--- config.mk ---
export PLATFORM = sky130hd
export DESIGN_NAME = param_line_engine
export DESIGN_NICKNAME = d
export VERILOG_FILES = /design/src/rtl/param_line_engine.sv
export SDC_FILE = /design/constraint.sdc
export NUM_CORES = 1
export LEC_CHECK = 0
export CAP_MARGIN = 20
export CORE_MARGIN = 10
export CORE_UTILIZATION = 35
export DETAILED_ROUTE_END_ITERATION = 7
export HOLD_SLACK_MARGIN = 0.1
export PLACE_DENSITY = 0.66
export SLEW_MARGIN = 20
export SYNTH_ARGS = -nofsm -noshare
export SYNTH_HDL_FRONTEND = slang
export SYNTH_SLANG_ARGS = --single-unit
export TNS_END_PERCENT = 1
--- constraint.sdc ---
create_clock -name clk -period 13.87 [get_ports clk]
set_input_delay 2.0805 -clock clk [delete_from_list [all_inputs] [get_ports clk]]
set_output_delay 2.0805 -clock clk [all_outputs]
set_load 0.02 [all_outputs]
--- src/rtl/param_line_engine.sv ---
// param_line_engine: Bresenham line / filled-rectangle rasteriser that clips to the framebuffer
// and coalesces pixels of one 8-pixel block into a single two-beat masked DDR write.
module param_line_engine #(
  parameter int COORD_W = 10,
  parameter int FB_WIDTH = 1024,
  parameter int FB_HEIGHT = 768,
  parameter int ADDR_W = 31
) (
  input  logic               clk,
  input  logic               rst,
  output logic               LE_ready,
  input  logic [31:0]        LE_color,
  input  logic [COORD_W-1:0] LE_point,
  input  logic               LE_color_valid,
  input  logic               LE_x0_valid,
  input  logic               LE_y0_valid,
  input  logic               LE_x1_valid,
  input  logic               LE_y1_valid,
  input  logic               LE_mode,
  input  logic               LE_trigger,
  input  logic [31:0]        LE_frame_base,
  input  logic               af_full,
  input  logic               wdf_full,
  output logic [2:0]         af_cmd_din,
  output logic [ADDR_W-1:0]  af_addr_din,
  output logic               af_wr_en,
  output logic [127:0]       wdf_din,
  output logic [15:0]        wdf_mask_din,
  output logic               wdf_wr_en
);
  localparam int BW = 2 * COORD_W - 3;
  localparam logic [COORD_W-1:0] ONE = COORD_W'(1);
  typedef enum logic [2:0] {IDLE, SETUP, STEP, FLUSH_A, FLUSH_B, DONE} state_t;
  state_t state, state_n;
  logic [31:0] color;
  logic [COORD_W-1:0] x0, y0, x1, y1;
  logic rect, steep, yneg, fin;
  logic [COORD_W-1:0] cur_x, cur_y, end_x, end_y, start_x, dx, dy;
  logic signed [COORD_W:0] err, err_d;
  logic [BW-1:0] blk, pblk;
  logic [7:0] mask, nmask, fmask;
  logic [COORD_W-1:0] adx, ady, a0, b0, a1, b1, sa, sb, ea, eb, xmin, xmax, ymin, ymax;
  logic stp, sw;
  logic [COORD_W-1:0] px, py;
  logic vis, last, pend, fire_a, fire_b;
  logic unused_base;
  assign unused_base = ^LE_frame_base;
  always_comb begin
    adx = x1 >= x0 ? x1 - x0 : x0 - x1;
    ady = y1 >= y0 ? y1 - y0 : y0 - y1;
    stp = ady > adx;
    a0 = stp ? y0 : x0;
    b0 = stp ? x0 : y0;
    a1 = stp ? y1 : x1;
    b1 = stp ? x1 : y1;
    sw = a0 > a1;
    sa = sw ? a1 : a0;
    sb = sw ? b1 : b0;
    ea = sw ? a0 : a1;
    eb = sw ? b0 : b1;
    xmin = x0 < x1 ? x0 : x1;
    xmax = x0 < x1 ? x1 : x0;
    ymin = y0 < y1 ? y0 : y1;
    ymax = y0 < y1 ? y1 : y0;
  end
  // cur_x walks the major axis of a line (minor in cur_y); steep lines swap them back on output
  always_comb begin
    px = (!rect && steep) ? cur_y : cur_x;
    py = (!rect && steep) ? cur_x : cur_y;
    pblk = {py, px[COORD_W-1:3]};
    vis = int'(px) < FB_WIDTH && int'(py) < FB_HEIGHT;
    last = cur_x == end_x && (!rect || cur_y == end_y);
    pend = blk != pblk && mask != 8'h0;
    nmask = (blk == pblk ? mask : 8'h0) | (vis ? 8'h01 << px[2:0] : 8'h0);
    fmask = pend ? mask : nmask;
    err_d = err - $signed({1'b0, dy});
    fire_a = state == FLUSH_A && !af_full && !wdf_full;
    fire_b = state == FLUSH_B && !wdf_full;
  end
  always_comb begin
    state_n = state;
    case (state)
      IDLE:    state_n = LE_trigger ? SETUP : IDLE;
      SETUP:   state_n = STEP;
      STEP:    state_n = (pend || (last && nmask != 8'h0)) ? FLUSH_A : last ? DONE : STEP;
      FLUSH_A: state_n = fire_a ? FLUSH_B : FLUSH_A;
      FLUSH_B: state_n = fire_b ? (fin ? IDLE : STEP) : FLUSH_B;
      default: state_n = IDLE;
    endcase
  end
  assign LE_ready = state == IDLE;
  assign af_cmd_din = 3'b000;
  assign af_wr_en = fire_a;
  assign wdf_wr_en = fire_a || fire_b;
  always_ff @(posedge clk) state <= rst ? IDLE : state_n;
  always_ff @(posedge clk) begin
    if (rst) begin
      color <= '0;
      x0 <= '0;
      y0 <= '0;
      x1 <= '0;
      y1 <= '0;
      rect <= 1'b0;
      steep <= 1'b0;
      yneg <= 1'b0;
      fin <= 1'b0;
      cur_x <= '0;
      cur_y <= '0;
      end_x <= '0;
      end_y <= '0;
      start_x <= '0;
      dx <= '0;
      dy <= '0;
      err <= '0;
      blk <= '0;
      mask <= '0;
      af_addr_din <= '0;
      wdf_din <= '0;
      wdf_mask_din <= 16'hFFFF;
    end else begin
      if (state == IDLE) begin
        if (LE_color_valid) color <= LE_color;
        if (LE_x0_valid) x0 <= LE_point;
        if (LE_y0_valid) y0 <= LE_point;
        if (LE_x1_valid) x1 <= LE_point;
        if (LE_y1_valid) y1 <= LE_point;
        if (LE_trigger) rect <= LE_mode;
      end
      if (state == SETUP) begin
        fin <= 1'b0;
        mask <= '0;
        blk <= '0;
        steep <= stp;
        cur_x <= rect ? xmin : sa;
        start_x <= xmin;
        end_x <= rect ? xmax : ea;
        cur_y <= rect ? ymin : sb;
        end_y <= ymax;
        dx <= ea - sa;
        dy <= eb >= sb ? eb - sb : sb - eb;
        yneg <= eb < sb;
        err <= $signed({1'b0, ea - sa}) >>> 1;
      end
      // a pixel in a new block waits here until the pending block has been flushed
      if (state == STEP && !pend) begin
        blk <= pblk;
        mask <= nmask;
        fin <= last;
        if (!last && rect) begin
          cur_x <= cur_x == end_x ? start_x : cur_x + ONE;
          if (cur_x == end_x) cur_y <= cur_y + ONE;
        end
        if (!last && !rect) begin
          cur_x <= cur_x + ONE;
          err <= err_d[COORD_W] ? err_d + $signed({1'b0, dx}) : err_d;
          if (err_d[COORD_W]) cur_y <= yneg ? cur_y - ONE : cur_y + ONE;
        end
      end
      if (state == STEP && state_n == FLUSH_A) begin
        af_addr_din <= ADDR_W'(LE_frame_base) | ADDR_W'({pend ? blk : pblk, 2'b00});
        wdf_din <= {4{color}};
        wdf_mask_din <= {{4{~fmask[0]}}, {4{~fmask[1]}}, {4{~fmask[2]}}, {4{~fmask[3]}}};
      end
      if (fire_a) wdf_mask_din <= {{4{~mask[4]}}, {4{~mask[5]}}, {4{~mask[6]}}, {4{~mask[7]}}};
      if (fire_b) mask <= 8'h0;
    end
  end
endmodule
==> out/metrics.yaml <==
run_status:
  outcome: "finished, final reports clean"
sta:
  hold_violations: 0
  period_needed_ps: 12240
  fin_crit_sh: 0.882
  slew_headroom: 0.307
  slew_violations: 0
  tightestPinTransition_ps: 1040
  tns_ps: 0
  timing.fmax_mhz: 81.7
  setup_viol: 0
  skew_ps: 20.7
  rsz0062_at_grt: "false"
global_routing:
  track_usage: 0.184
  grt_max_degree: 98
  gr-total-overflow: 0
  antenna_found_initial: 2
  use_met2: 0.297
  grt_pass1_vias: 16080
  grt_first_pass_wirelength_mm: 91.4
  grt.busiest_layer: "met2"
  met1_usage: 0.248
  use_met3: 0.0310
worst_setup_path:
  worst_setup_path_start_kind: "flip-flop"
  r2r_start: "y1[0]"
  slowest_stage: "nor2_2"
  end_kind: "flip-flop"
  r2r_cells: 53
  worst_path_largest_cell_delay_ps: 660
  crit_arrival_ps: 12710
  r2r_end: "dy[8]"
  path_common_cell: "a21o_1"
  critical_path_class: "reg2reg"
  crit_path_max_fanout: 49
  cp.required_ps: 14350
  r2r_slack_ps: 1630
hold_path:
  hold_start: "color[16]"
  min_path_cells: 2
  worstHoldEndpoint: "wdf_din[112]"
  hold_path.class: "reg2reg"
drt:
  drtIter0Drc: 1621
  ant_nets: 0
  routed_wl_mm: 59.2
  avgViaCountPerCell: 5.36
  drc: 0
  first_pass_iters: 6
  wl_per_cell_um: 18.5
  num_vias: 17158
placement:
  place_congestion: 0.988
  postPlaceCellArea_um2: 20200
  place_hpwl_mm: 44.7
  io_buffer_count: 261
synthesis:
  ys_ff_latch: 252
  synth_warnings: 0
  synth_top_area_cell: "dfxtp_1"
  synth-edff-count: 0
  synth_flop_cell: "dfxtp_1"
  ys_seq_area_frac: 0.282
  synth_cell_types: 83
  synth_cells: 2448
  async_flop_share: 0
  avgSynthCellArea_um2: 7.30
  synth_top_area_frac: 0.282
  synthTopCellsByArea: "dfxtp_1, nand2_1, a21oi_1, ha_1, buf_4"
  netlist_area_um2: 17900
layout:
  register_area_um2: 5050
  drive_above_1_share: 0.0534
  area_delta_synth_final_pct: 18.4
  final_area_um2: 21100
  multi_input_area_um2: 10900
  finalNetCount: 2703
  nFillCells: 5155
  diodes: 0
cts:
  cts_resized: 0
  cts_buffers: 27
  h-tree-depth: 1
  clk_latency_ps: 570
  hold_buffers: 0
  cts_tree: "yes"
  cts.clk_slew.worst_paths_ps: 60
  cts.sinks: 252
  clockBufferDepth: 3
  cts-root-buf: "clkbuf_16"
  cts_setup_buffers: 0
floorplanning:
  dieArea_um2: 60500
  core_area_um2: 50300
  std_cell_rows: 82
  io_pins: 266
  dieWidth_um: 246
  initial_utilization: 0.355
  die_y_um: 246
job:
  maxCapViolations: 0
[metal layers]
layer	vias to the layer above	wire length, um
met5	-	11
met4	2	1700
met3	109	4180
met2	589	27000
met1	7991	26300
li1	8467	-
[worst max path at each step]
stage / startpoint / to / slack (ps) / cells past startpoint
finish: y1[0] / dy[8] / 1630 / 53
global route: y1[0] / dy[8] / 800 / 53
CTS: y1[0] / dy[8] / 1730 / 53
detailed placement: y1[0] / dy[8] / 1810 / 53
global placement: y1[0] / dy[8] / 1980 / 54
floorplan: y0[3] / dy[8] / 2790 / 56
[cells by family after synthesis]
group	share of synthesized area
compound gates	0.239
xor+xnor	0.0466
buf+inv	0.108
flops	0.282
other cells	0.000210
fa+ha+maj	0.0797
mux	0.0462
simple gates	0.198
[synth_stat cells (5+ instances only)]
master,number
xnor2_1,65
a211oi_2,5
nand4_1,19
and4_1,5
a32oi_1,7
o22ai_1,25
dfxtp_1,252
nand2_1,406
inv_1,113
o211ai_1,39
o21ai_1,12
clkbuf_1,130
buf_1,13
nor2b_1,14
nor4_1,6
nand2b_1,10
and2_1,14
o21bai_1,9
xor2_1,30
nand3_1,37
o21a_1,6
a22oi_1,8
o21ai_0,108
ha_1,101
a221oi_1,11
mux2_2,10
nor2_1,224
a21oi_1,295
o31ai_1,10
a21o_1,34
nand3b_1,6
and3_1,8
mux2i_1,70
or3_1,6
a31oi_1,30
fa_1,8
buf_4,113
nor3_1,43
a211oi_1,50
buf_2,19
[cell usage in the layout, fill, tap and decap left out, types with 9 or more instances in the layout]
cell type and count:
o21ai_0 108, dfxtp_1 251, nand2b_1 9, o31ai_1 10
nand4_1 19, clkbuf_16 27, mux2i_1 70, nor2_1 223
o21bai_1 9, inv_1 113, o211ai_1 39, clkbuf_8 11
a221oi_1 11, nor3_1 42, a31oi_1 30, buf_4 45
and2_1 14, ha_1 101, nand2_1 405, a211oi_1 50
o22ai_1 24, o21ai_1 12, nand3_1 37, xnor2_1 65
nor2b_1 13, clkdlybuf4s50_1 260, xor2_1 30, a21o_1 34
mux2_2 10, a21oi_1 295
[registers in the layout, summed over array words and instances, names as in the netlist]
signal and flops:
dx 10, cur_y 10, yneg 1, start_x 10
wdf_din 32, rect 1, mask 8, state 3
steep 1, err 11, y1 10, y0 10
wdf_mask_din 4, dy 10, x0 10, blk 17
end_y 10, cur_x 10, af_addr_din 31, end_x 10
color 32, x1 10, fin 1
[stage by stage]
step	hold slack (ps)	util	worst slack, ps	instances
3_3_place_gp	435	0.402	1980	3152
3_5_place_dp	446	0.402	1810	3152
6_report	436	0.421	1630	3201
4_1_cts	448	0.420	1730	3201
2_1_floorplan	432	-	2790	2450
5_1_grt	460	0.421	804	3201
[cell type report]
cell class | count | share of cell area
Tap cell | 672 | 0.0398
Clock inverter | 5 | 0.00325
Inverter | 113 | 0.0201
Sequential cell | 252 | 0.239
Multi-Input combinational cell | 1808 | 0.518
Timing Repair Buffer | 307 | 0.141
Clock buffer | 44 | 0.0402
[worst max-delay path, delay by kind of cell, from the launching register on]
kind / cells / cell delay, ps
compound gates: 30 / 6210
xor+xnor: 1 / 80
fa+ha+maj: 6 / 1900
buf+inv: 8 / 1440
flops: 1 / 350
mux: 2 / 580
simple gates: 6 / 1540
Power is left out: the tool's default activity adds up to more than one toggle a clock period on the data nets, which glitch-free logic cannot reach.
